--- src/rtl/la_pkg.sv ---
// la_pkg: shared definitions for the logic-analyser capture engine.
// Trigger mode codes, FSM state encoding and the pre-length clamp.
package la_pkg;

  localparam logic [2:0] LA_MODE_LOW  = 3'd0;
  localparam logic [2:0] LA_MODE_HIGH = 3'd1;
  localparam logic [2:0] LA_MODE_RISE = 3'd2;
  localparam logic [2:0] LA_MODE_FALL = 3'd3;
  localparam logic [2:0] LA_MODE_EDGE = 3'd4;
  localparam logic [2:0] LA_MODE_IMM  = 3'd5;
  localparam logic [2:0] LA_MODE_PAT  = 3'd6;
  localparam logic [2:0] LA_MODE_ALT  = 3'd7;

  typedef enum logic [2:0] {
    ST_IDLE,
    ST_PRE,
    ST_WAIT,
    ST_POST,
    ST_DONE
  } la_state_e;

  function automatic logic [31:0] la_clamp(
    input logic [31:0] len,
    input logic [31:0] lim
  );
    return (len > lim) ? lim : len;
  endfunction

endpackage

--- src/rtl/la_trig_eval.sv ---
// la_trig_eval: combinational trigger decision for one sample.
// cur/prev: current and previous sample; mode, channel_sel,
// pattern, mask: trigger setup; first: first sample after arm;
// trig: trigger condition true for this sample.
module la_trig_eval
  import la_pkg::*;
#(
  parameter int CH_W  = 8,
  parameter int SEL_W = 3
) (
  input  logic [CH_W-1:0]  cur,
  input  logic [CH_W-1:0]  prev,
  input  logic [2:0]       mode,
  input  logic [SEL_W-1:0] channel_sel,
  input  logic [CH_W-1:0]  pattern,
  input  logic [CH_W-1:0]  mask,
  input  logic             first,
  output logic             trig
);

  logic ch_ok;
  logic c_cur;
  logic c_prv;
  logic edge_ok;

  // A channel number with no matching bit leaves ch_ok low,
  // so the single-channel modes can never fire on it.
  always_comb begin
    ch_ok = 1'b0;
    c_cur = 1'b0;
    c_prv = 1'b0;
    for (int i = 0; i < CH_W; i++) begin
      if (channel_sel == SEL_W'(i)) begin
        ch_ok = 1'b1;
        c_cur = cur[i];
        c_prv = prev[i];
      end
    end
  end

  // prev is stale on the first sample after arm.
  assign edge_ok = ch_ok & ~first;

  always_comb begin
    trig = 1'b0;
    unique case (mode)
      LA_MODE_LOW:  trig = ch_ok & ~c_cur;
      LA_MODE_HIGH: trig = ch_ok & c_cur;
      LA_MODE_RISE: trig = edge_ok & c_cur & ~c_prv;
      LA_MODE_FALL: trig = edge_ok & ~c_cur & c_prv;
      LA_MODE_EDGE: trig = edge_ok & (c_cur ^ c_prv);
      LA_MODE_IMM:  trig = 1'b1;
      LA_MODE_PAT:  trig = ((cur ^ pattern) & mask) == '0;
      LA_MODE_ALT:  trig = 1'b1;
    endcase
  end

endmodule

--- src/rtl/la_pretrig_capture.sv ---
// la_pretrig_capture: pre-trigger logic-analyser capture engine.
// Samples data_in on sample_en into a circular RAM buffer.
// Inputs: clk_50M, rst (async high), sample_en, arm, abort,
//   mode_sel, channel_sel, pattern, mask, pre_len, data_in.
// Outputs: wr_addr/wr_data/wren RAM port, trig_addr, busy, done.
module la_pretrig_capture
  import la_pkg::*;
#(
  parameter int CH_W   = 8,
  parameter int ADDR_W = 17,
  parameter int SEL_W  = 3
) (
  input  logic              clk_50M,
  input  logic              rst,
  input  logic              sample_en,
  input  logic              arm,
  input  logic              abort,
  input  logic [2:0]        mode_sel,
  input  logic [SEL_W-1:0]  channel_sel,
  input  logic [CH_W-1:0]   pattern,
  input  logic [CH_W-1:0]   mask,
  input  logic [ADDR_W-1:0] pre_len,
  input  logic [CH_W-1:0]   data_in,
  output logic [ADDR_W-1:0] wr_addr,
  output logic [CH_W-1:0]   wr_data,
  output logic              wren,
  output logic [ADDR_W-1:0] trig_addr,
  output logic              busy,
  output logic              done
);

  localparam logic [31:0] LIM =
    32'((64'd1 << ADDR_W) - 64'd1);
  localparam logic [ADDR_W-1:0] TOP = '1;

  la_state_e state;

  logic [CH_W-1:0]   r1;
  logic [CH_W-1:0]   r2;
  logic [CH_W-1:0]   r3;
  logic              s_vld;
  logic              first;
  logic [ADDR_W-1:0] ptr;
  logic [ADDR_W-1:0] cnt;
  logic [ADDR_W-1:0] post;
  logic [ADDR_W-1:0] pre_lat;
  logic [ADDR_W-1:0] pre_c;
  logic [ADDR_W-1:0] post_init;
  logic              trig;
  logic              in_cap;
  logic              wr_go;

  assign pre_c = ADDR_W'(la_clamp(32'(pre_len), LIM));

  // Words left after the trigger sample: DEPTH-1-pre.
  assign post_init = TOP - pre_lat;

  assign in_cap = (state == ST_PRE) |
                  (state == ST_WAIT) |
                  (state == ST_POST);
  assign wr_go  = s_vld & in_cap;

  la_trig_eval #(
    .CH_W  (CH_W),
    .SEL_W (SEL_W)
  ) u_trig (
    .cur         (r2),
    .prev        (r3),
    .mode        (mode_sel),
    .channel_sel (channel_sel),
    .pattern     (pattern),
    .mask        (mask),
    .first       (first),
    .trig        (trig)
  );

  always_ff @(posedge clk_50M or posedge rst) begin
    if (rst) begin
      state     <= ST_IDLE;
      r1        <= '0;
      r2        <= '0;
      r3        <= '0;
      s_vld     <= 1'b0;
      first     <= 1'b0;
      ptr       <= '0;
      cnt       <= '0;
      post      <= '0;
      pre_lat   <= '0;
      wr_addr   <= '0;
      wr_data   <= '0;
      wren      <= 1'b0;
      trig_addr <= '0;
      busy      <= 1'b0;
      done      <= 1'b0;
    end else begin
      s_vld <= sample_en;
      if (sample_en) begin
        r1 <= data_in;
        r2 <= r1;
        r3 <= r2;
      end
      wren <= 1'b0;

      if (abort) begin
        state <= ST_IDLE;
        busy  <= 1'b0;
        done  <= 1'b0;
      end else begin
        if (wr_go) begin
          wren    <= 1'b1;
          wr_data <= r2;
          wr_addr <= ptr;
          ptr     <= ptr + 1'b1;
          first   <= 1'b0;
        end

        unique case (state)
          ST_IDLE, ST_DONE: begin
            if (arm) begin
              ptr     <= '0;
              cnt     <= '0;
              pre_lat <= pre_c;
              first   <= 1'b1;
              busy    <= 1'b1;
              done    <= 1'b0;
              state   <= (pre_c == '0) ? ST_WAIT : ST_PRE;
            end
          end
          ST_PRE: begin
            if (s_vld) begin
              cnt <= cnt + 1'b1;
              if (cnt + 1'b1 == pre_lat) begin
                state <= ST_WAIT;
              end
            end
          end
          ST_WAIT: begin
            if (s_vld && trig) begin
              trig_addr <= ptr;
              post      <= post_init;
              if (post_init == '0) begin
                state <= ST_DONE;
                busy  <= 1'b0;
                done  <= 1'b1;
              end else begin
                state <= ST_POST;
              end
            end
          end
          ST_POST: begin
            if (s_vld) begin
              post <= post - 1'b1;
              if (post == 1) begin
                state <= ST_DONE;
                busy  <= 1'b0;
                done  <= 1'b1;
              end
            end
          end
          default: begin
            state <= ST_IDLE;
            busy  <= 1'b0;
            done  <= 1'b0;
          end
        endcase
      end
    end
  end

endmodule

--- config.mk ---
export PLATFORM = sky130hd
export DESIGN_NAME = la_pretrig_capture
export DESIGN_NICKNAME = d
export VERILOG_FILES = /design/src/rtl/la_pkg.sv /design/src/rtl/la_trig_eval.sv /design/src/rtl/la_pretrig_capture.sv
export SDC_FILE = /design/constraint.sdc
export NUM_CORES = 1
export LEC_CHECK = 0
export CAP_MARGIN = 15
export CORE_UTILIZATION = 35
export DETAILED_ROUTE_END_ITERATION = 7
export SETUP_SLACK_MARGIN = 0.02
export SYNTH_ARGS = -nofsm -noshare
export SYNTH_HDL_FRONTEND = slang
export SYNTH_SLANG_ARGS = --single-unit
--- constraint.sdc ---
create_clock -name clk_50M -period 10 [get_ports clk_50M]
set_clock_uncertainty 0.1 [all_clocks]
set_input_delay 1.5 -clock clk_50M [delete_from_list [all_inputs] [get_ports clk_50M]]
set_output_delay 1.5 -clock clk_50M [all_outputs]
set_load 0.02 [all_outputs]
# After elaboration in Yosys (flattened, before gate mapping)
# Cells that the tools add are included.
[word_totals]
register_bits = 142
wordCells = 151
[op_classes]
n_addsub = 4
n_eq_ne = 32
mux = 63
bitwise = 18
n_reduce_logical = 18
[ops]
columns = ["cell", "count"]
rows = [
  ["$mux 17", 7],
  ["$pmux 17 s2", 2],
  ["$mux 1", 41],
  ["$add 17x1->17 const B", 2],
  ["$logic_not 17->1", 2],
  ["$eq 3x3->1 const B", 9],
  ["$mux 3", 8],
  ["$eq 3x2->1 const B", 6],
  ["$eq 17x1->1 const B", 1],
  ["$eq 17x17->1", 1],
  ["$sub 17x1->17 const B", 1],
  ["$sub 17x17->17 const A", 1],
  ["$ne 3x2->1 const B", 4],
  ["$pmux 3 s4", 1],
  ["$reduce_and 6->1", 2],
  ["$and 1x1->1", 9],
  ["$eq 3x1->1 const B", 3],
  ["$logic_not 3->1", 3],
  ["$ne 3x3->1 const B", 3],
  ["$and 8x8->8", 1],
  ["$logic_not 8->1", 1],
  ["$ne 2x2->1 const B", 4],
  ["$pmux 1 s4", 2],
  ["$reduce_and 4->1", 2],
  ["other kinds (12)", 19],
]

# Longest topological paths before layout
# Gate-level depths: netlist of run 1.
[depth]
depth_word = 17
mapped_depth = 11
ltp_nobuf = 9

# Hierarchy
# From an unflattened synthesis of run 1, not the netlist that was laid out.
[unflattened]
cells_unflattened = 733
hier_area_um2 = 7231.9
[modules_own_cells]
columns = ["mod", "n_inst", "cells_per_inst", "area_each_um2", "seq_area_each_um2"]
rows = [
  ["la_pretrig_capture", 1, 679, 6831.6, 3553.4],
  ["la_trig_eval", 1, 54, 400.4, 0.0],
]

# Worst setup path after synthesis of run 1
# Ideal clock, no wire load.
[synth_timing]
path_type = "in2reg"
startpoint = "in channel_sel[0]"
endpoint = "reg trig_addr[0]"
setup_ps = 125
arrival_time_ps = 3606
slack_ps = 6169
cell_stages = 9
path_buffers = 2
cell_sequence = "mux2_1 > o22ai_1 > o31ai_1 > a2111o_1 > o211a_1 > or3_1 > buf_6 > buf_6 > mux2_4"
[synth_via]
elab_chain_len = 15
elab_cells_between_ends = 46
cone_classes = "eq/ne: 7; mux: 25; bitwise: 11; reduce/logical: 3"
[synth_rtl]
columns = ["item", "line_no", "rtl"]
rows = [
  ["start: declaration", "la_pretrig_capture.sv:19", "input logic [SEL_W-1:0] channel_sel,"],
  ["$logic_not 3->1", "la_trig_eval.sv:33", "if (channel_sel == SEL_W'(i)) begin"],
  ["$mux 1 (8 in series)", "la_trig_eval.sv:33", ""],
  ["$and 1x1->1 / $not 1->1 (equally long branches)", "la_trig_eval.sv:42, la_trig_eval.sv:47, la_trig_eval.sv:50", ""],
  ["$and 1x1->1, on equally long branches (2 in series)", "la_trig_eval.sv:50, la_trig_eval.sv:49", ""],
  ["$pmux 1 s7 *", "la_trig_eval.sv:46", "unique case (mode)"],
  ["$logic_and 1x1->1 *", "la_pretrig_capture.sv:138", "if (s_vld && trig) begin"],
  ["$reduce_and 3->1 (no source line) *", "--", ""],
  ["end signal: assignment", "la_pretrig_capture.sv:139", "trig_addr <= ptr;"],
  ["end: declaration", "la_pretrig_capture.sv:27", "output logic [ADDR_W-1:0] trig_addr,"],
]
# Mark *: on every way between the ends. The rest lies on a longest branch, timed or not.
# A chain may end at the register's enable or synchronous reset.

# Worst setup path after layout of run 1
[layout_timing]
startpoint = "in channel_sel[0]"
endpoint = "reg trig_addr[9]"
# Same word-level chain as after synthesis.

==> flow_summary.json, run 1 <==
{
  "route.detailed.drc": 0,
  "crit_path_cell_trace": "clkdlybuf4s50_1 -> mux4_2 -> o32ai_1 -> xor2_1 -> nor3_1 -> or3_1 -> mux2_2",
  "utilization_pct": 45.4,
  "cts_buffer_depth": 2,
  "gp_congestion": 0.834,
  "postCtsSetupBuffers": 0,
  "area_delta_synth_final_pct": 25.2,
  "layout-drive-gt1-share_pct": 12.7,
  "drt-total-wl_um": 17500,
  "status": "complete, no violations",
  "async_flop_share_pct": 100,
  "crit_path_top_delay_cell": "or3_1",
  "synth-seq-area-share_pct": 49.8,
  "period_minus_slack_ns": 4.66,
  "grt_pass1_wl_um": 29100,
  "drv_cap": 0,
  "ys_ff_latch": 142,
  "seqCellArea_sq_mm": 0.00355,
  "cts_resized": 0,
  "path_class": "in2reg",
  "arrival_ns": 4.87,
  "postSynthCellCount": 716,
  "clock-sinks": 142,
  "htreeDepth": 4,
  "overflow": 0,
  "cp.buffers_inverters": 1,
  "nNetsFinal": 849,
  "finalSetupTns_ns": 0,
  "vias": 5571,
  "rr_startpoint": "cnt[0]",
  "fin_crit_sh_pct": 46.6,
  "crit_path_max_incr_delay_ns": 0.84,
  "grt_start_max_net_pins": 76,
  "via_per_inst": 5.20,
  "syn-cell-area_sq_mm": 0.00714,
  "start_util_pct": 36.2,
  "die_w_um": 145,
  "hpwl_um": 11900,
  "avgSynthCellArea_sq_um": 9.97,
  "critical_path.top_delay_family": "simple AND/OR/NAND/NOR gates",
  "cts_hold_buffers": 0,
  "worstSetupStartpoint": "channel_sel[0]",
  "path_max_fanout": 18,
  "rows": 51,
  "post_drt_wl_per_cell_um": 16.4,
  "min_from": "wr_addr[5]",
  "critPathLaunchType": "input port",
  "synthesis.nets": 772,
  "diodes": 0,
  "antenna_found_initial": 0,
  "report.final.hold_viol_count": 0,
  "coreArea_sq_mm": 0.0197,
  "peakVddDrop_v": 0.000139,
  "die-area_sq_mm": 0.0210,
  "yosysWarnings": 0,
  "cts_made_buffers": 17,
  "clk_pin_slew_ns": 0.07,
  "synth_ff_type": "dfrtp_1",
  "p_leak_nw": 3.85,
  "ff2ff_setup_slack_ns": 6.69,
  "worst_pin_slew_ns": 1.09,
  "slew_viol_final": 0,
  "nFillCells": 1839,
  "port_buffers": 96,
  "hold_class": "reg2reg",
  "final-setup-viol-count": 0,
  "antenna_left": 0,
  "cts_tree": "built",
  "synth-edff-count": 0,
  "drt_iter0_markers": 356,
  "grt_usage_pct": 18.0,
  "cp.required_ns": 10.21,
  "ios": 97,
  "rsz0062_at_grt": "false",
  "multiInputGateArea_sq_mm": 0.00339,
  "die_height_um": 145,
  "cts_root_buf": "clkbuf_16",
  "first_global_vias": 5415,
  "synth.distinct_cells": 60,
  "clock_latency_ns": 0.42,
  "fmax_mhz": 215,
  "slew_headroom_pct": 26.9,
  "endpoint_kind": "flop",
  "first_pass_iters": 5,
  "p_per_area_mw_per_mm2": 232
}
-- routing by layer --
metal  wire length (um)  GRT usage, %
met5                  0             0
met4                229          4.71
met3               1050          5.50
met2               7700          27.4
met1               8540          24.6
-- where the power goes --
group          switching [mW]  internal [mW]  total [mW]
Combinational           0.271          0.267       0.538
Clock                   0.262          0.413       0.675
Sequential              0.168          0.697       0.864
Total                   0.700           1.38        2.08
-- sequential cells by signal, summed over array words and instances (netlist names) --
register,flops
ptr,17
post,17
wren,1
wr_addr,17
pre_lat,17
first,1
r1,8
r2,8
state,3
trig_addr,17
cnt,17
wr_data,8
r3,8
s_vld,1
done,1
busy,1
-- layout by cell type, fill, tap and decap left out, types with 3 or more instances in the layout --
master / instances
xor2_1: 28
a21oi_1: 18
o41ai_1: 4
nor2b_1: 5
inv_1: 6
nand3b_1: 6
buf_4: 4
and2_1: 3
dfrtp_1: 142
nand3_1: 24
and3_1: 7
nand4_1: 17
a31oi_1: 3
a21o_1: 3
o31ai_1: 8
a22o_1: 17
xnor2_1: 20
o21ai_0: 49
clkdlybuf4s50_1: 96
inv_6: 5
clkbuf_16: 17
nand2_1: 126
nor2_1: 45
nor4_1: 10
and4_1: 3
nand2b_1: 5
bufinv_16: 3
o22ai_1: 7
or3_1: 5
mux2_2: 51
ha_1: 4
nor3_1: 15
mux2_4: 9
-- per-stage QoR --
step | total power [mW] | cell area, sq um | std cells | hold WS, ns | setup slack (ns)
after global routing | 2.20 | 8940 | 1071 | 0.405 | 5.14
after global placement | 1.40 | 8300 | 1038 | 0.359 | 4.87
after detailed placement | 1.40 | 8300 | 1038 | 0.361 | 4.78
after CTS | 2.09 | 8930 | 1070 | 0.384 | 5.22
after floorplan | 1.20 | 7140 | 716 | 0.358 | 4.59
final | 2.08 | 8940 | 1071 | 0.377 | 5.34
-- cell usage after synthesis, types with 3 or more instances --
cell / count / area share [%]
dfrtp_1: 142 / 50
nand2_1: 126 / 6.6
mux2_2: 51 / 8.0
o21ai_0: 49 / 3.4
nor2_1: 45 / 2.4
clkbuf_1: 33 / 1.7
xor2_1: 28 / 3.4
nand3_1: 24 / 1.7
xnor2_1: 20 / 2.5
a21oi_1: 18 / 1.3
a22o_1: 17 / 2.1
nand4_1: 17 / 1.5
nor3_1: 15 / 1.1
nor4_1: 10 / 0.88
mux2_4: 9 / 1.9
o31ai_1: 8 / 0.84
and3_1: 7 / 0.61
inv_1: 7 / 0.37
o22ai_1: 7 / 0.61
nand3b_1: 6 / 0.63
buf_2: 5 / 0.35
nand2b_1: 5 / 0.44
nor2b_1: 5 / 0.44
or3_1: 5 / 0.44
ha_1: 4 / 0.70
o41ai_1: 4 / 0.49
a21o_1: 3 / 0.32
a31oi_1: 3 / 0.26
and2_1: 3 / 0.26
and4_1: 3 / 0.37
-- layout make-up --
class                           instances  area share [%]
Sequential cell                       142            39.7
Multi-Input combinational cell        524            37.9
Timing Repair Buffer                  101            11.2
Clock buffer                           20            5.11
Tap cell                              265            3.71
Clock inverter                         12            1.93
Inverter                                7           0.350
-- worst min-delay path: stages (launching register included) --
cell     delay (ns)
dfrtp_1        0.35
nand2_1        0.05
nand2_1        0.05
-- final timing paths --
kind / end / cells after the start
min in group asynchronous: cnt[3] / 2
max: trig_addr[9] / 7
max in group asynchronous: ptr[2] / 3
min reg2reg: wr_addr[5] / 2
max reg2reg: state[0] / 9
min: wr_addr[5] / 2
-- cells by family (layout without fill, tap and decap cells) --
logic type,Yosys count,after routing,share of synthesized area [%]
muxes,63,63,10.5
adders and majority gates,4,4,0.701
and+or+nand+nor,280,280,18.3
DFF,142,142,49.8
buffers and inverters,50,140,2.98
AOI/OAI and AO/OA,129,129,11.9
xor gates and xnor gates,48,48,5.89
Note: power is estimated with default switching activity, not from simulation.
==> run 2: changes to the inputs <==
==> constraint.sdc (replaced) <==
create_clock -name clk_50M -period 3.9 [get_ports clk_50M]
set_clock_uncertainty 0.1 [all_clocks]
set_input_delay 0.585 -clock clk_50M [delete_from_list [all_inputs] [get_ports clk_50M]]
set_output_delay 0.585 -clock clk_50M [all_outputs]
set_load 0.02 [all_outputs]
==> run 2 against run 1 <==
Net effect: cell count up 0.75%; critical path depth increased by 2; largest cell class unchanged; first-iteration DRC count rose by 39%; routed wire length up 0.69%; cell area grew 0.52%; sequential power rose to 2.6 times the previous value; count of clock-buffer cells in the layout down 1; combinational power grew to 2.6 times the previous value.
==> flow_summary.json, run 2 (synthesis gave the netlist of run 1 again) <==
{
  "ios": 97,
  "place_area_sq_mm": 0.00839,
  "rsz0062_at_grt": "false",
  "clk_pin_slew_ns": 0.07,
  "cts_root_buf": "clkbuf_16",
  "min_to": "wr_addr[14]",
  "cts_resized": 0,
  "multiInputGateArea_sq_mm": 0.00339,
  "status": "complete, no violations",
  "critical_path.top_delay_family": "simple AND/OR/NAND/NOR gates",
  "rows": 51,
  "holdWs_ns": 0.373,
  "crit_path_max_incr_delay_ns": 0.65,
  "cp.buffers_inverters": 0,
  "layout-drive-gt1-share_pct": 13.6,
  "vias": 5562,
  "drt_iter0_markers": 494,
  "ff2ff_setup_slack_ns": 0.55,
  "area_delta_synth_final_pct": 25.9,
  "gp_congestion": 0.794,
  "fmax_mhz": 298,
  "cp.required_ns": 4.11,
  "diodes": 0,
  "port_buffers": 96,
  "cts_buffer_depth": 2,
  "postCtsSetupBuffers": 0,
  "antenna_left": 0,
  "path_class": "reg2reg",
  "die_w_um": 145,
  "peakVddDrop_v": 0.000364,
  "overflow": 0,
  "slew_headroom_pct": 35.8,
  "grt.met3_usage_pct": 6.75,
  "clock_latency_ns": 0.43,
  "grt-busiest-layer": "met2",
  "min_from": "wr_addr[14]",
  "cts_tree": "built",
  "coreArea_sq_mm": 0.0197,
  "p_per_area_mw_per_mm2": 586,
  "first_pass_iters": 5,
  "crit_path_top_delay_cell": "o41ai_1",
  "drv_cap": 0,
  "mostFrequentLayoutCells": "dfrtp_1, nand2_1, clkdlybuf4s50_1",
  "drt-total-wl_um": 17600,
  "fin_area_sq_mm": 0.00899,
  "report.final.hold_viol_count": 0,
  "rr_startpoint": "cnt[0]",
  "arrival_ns": 3.56,
  "power.total_mw": 5.27,
  "final_cell_count_no_fill": 1079,
  "antenna_found_initial": 0,
  "dp.cells": 1047,
  "ff2ff_path_depth": 9,
  "grt_usage_pct": 18.3,
  "post_drt_wl_per_cell_um": 16.3,
  "fin_crit_sh_pct": 85.9,
  "pre_cts_slack_ns": 0.199,
  "die-area_sq_mm": 0.0210,
  "htreeDepth": 4,
  "timing.rr.end": "state[2]",
  "final-setup-viol-count": 0,
  "setup_slack_ns": 0.549,
  "clock-sinks": 142,
  "hold_class": "reg2reg",
  "crit_path_cell_trace": "ha_1 -> nand3_1 -> or2_0 -> nor2_1 -> o21ai_0 -> nand4_1 -> o41ai_1 -> nand2_1 -> mux2_2",
  "final_common_cell": "dfrtp_1",
  "grt_start_max_net_pins": 83,
  "worst_pin_slew_ns": 0.954,
  "cts_hold_buffers": 0,
  "grt_pass1_wl_um": 29300,
  "hold_depth": 2,
  "period_minus_slack_ns": 3.35,
  "seqCellArea_sq_mm": 0.00355,
  "nNetsFinal": 857,
  "use_met1_pct": 24.3,
  "via_per_inst": 5.15,
  "die_height_um": 145,
  "cts_made_buffers": 17,
  "endpoint_kind": "flop",
  "first_global_vias": 5541,
  "start_util_pct": 36.2,
  "p_leak_nw": 3.87,
  "hpwl_um": 12000,
  "slew_viol_final": 0,
  "nFillCells": 1863,
  "grtUsageMet2_pct": 28.1,
  "critical_path_depth": 9,
  "route.detailed.drc": 0,
  "critPathLaunchType": "flop",
  "finalSetupTns_ns": 0,
  "path_max_fanout": 9,
  "utilization_pct": 45.6
}
[run 2: cell types whose count changed in the layout (fill, tap and decap cells not counted)]
cell,change
clkinvlp_4,+3
buf_4,+7
clkinv_8,+1
buf_8,-1
inv_8,+1
bufinv_16,-2
clkbuf_1,-1
clkinv_4,-2
buf_12,+2
[run 2: where the power goes]
part | leakage, nW | internal [mW] | switching (mW)
clock | 0.286 | 0.940 | 0.711
combinational | 1.74 | 0.701 | 0.699
sequential | 1.84 | 1.79 | 0.428
total | 3.87 | 3.43 | 1.84
[run 2: worst max path at each step]
| stage | from | end | slack, ns |
|---|---|---|---|
| 6_report | cnt[0] | state[2] | 0.55 |
| 5_1_grt | channel_sel[0] | trig_addr[15] | 0.31 |
| 4_1_cts | cnt[0] | state[2] | 0.62 |
| 3_5_place_dp | channel_sel[0] | trig_addr[11] | 0.20 |
| 3_3_place_gp | channel_sel[0] | trig_addr[2] | 0.23 |
| 2_1_floorplan | channel_sel[0] | trig_addr[0] | 0.98 |
[run 2: worst min-delay path, delay by kind of cell, from the launching register on]
family / cells / cell delay, ns
flops: 1 / 0.34
simple gates: 2 / 0.11
[run 2: final cells by class]
class | count | area share (%)
Multi-Input combinational cell | 524 | 37.7
Sequential cell | 142 | 39.5
Tap cell | 265 | 3.69
Clock inverter | 13 | 1.63
Inverter | 7 | 0.334
Clock buffer | 19 | 5.04
Timing Repair Buffer | 109 | 12.1
[run 2: routing by layer]
metal	vias up	wire, um	share of wire (%)
met5	-	0	0
met4	0	132	0.75
met3	13	1220	6.9
met2	129	7830	44
met1	2711	8460	48
li1	2709	-	-
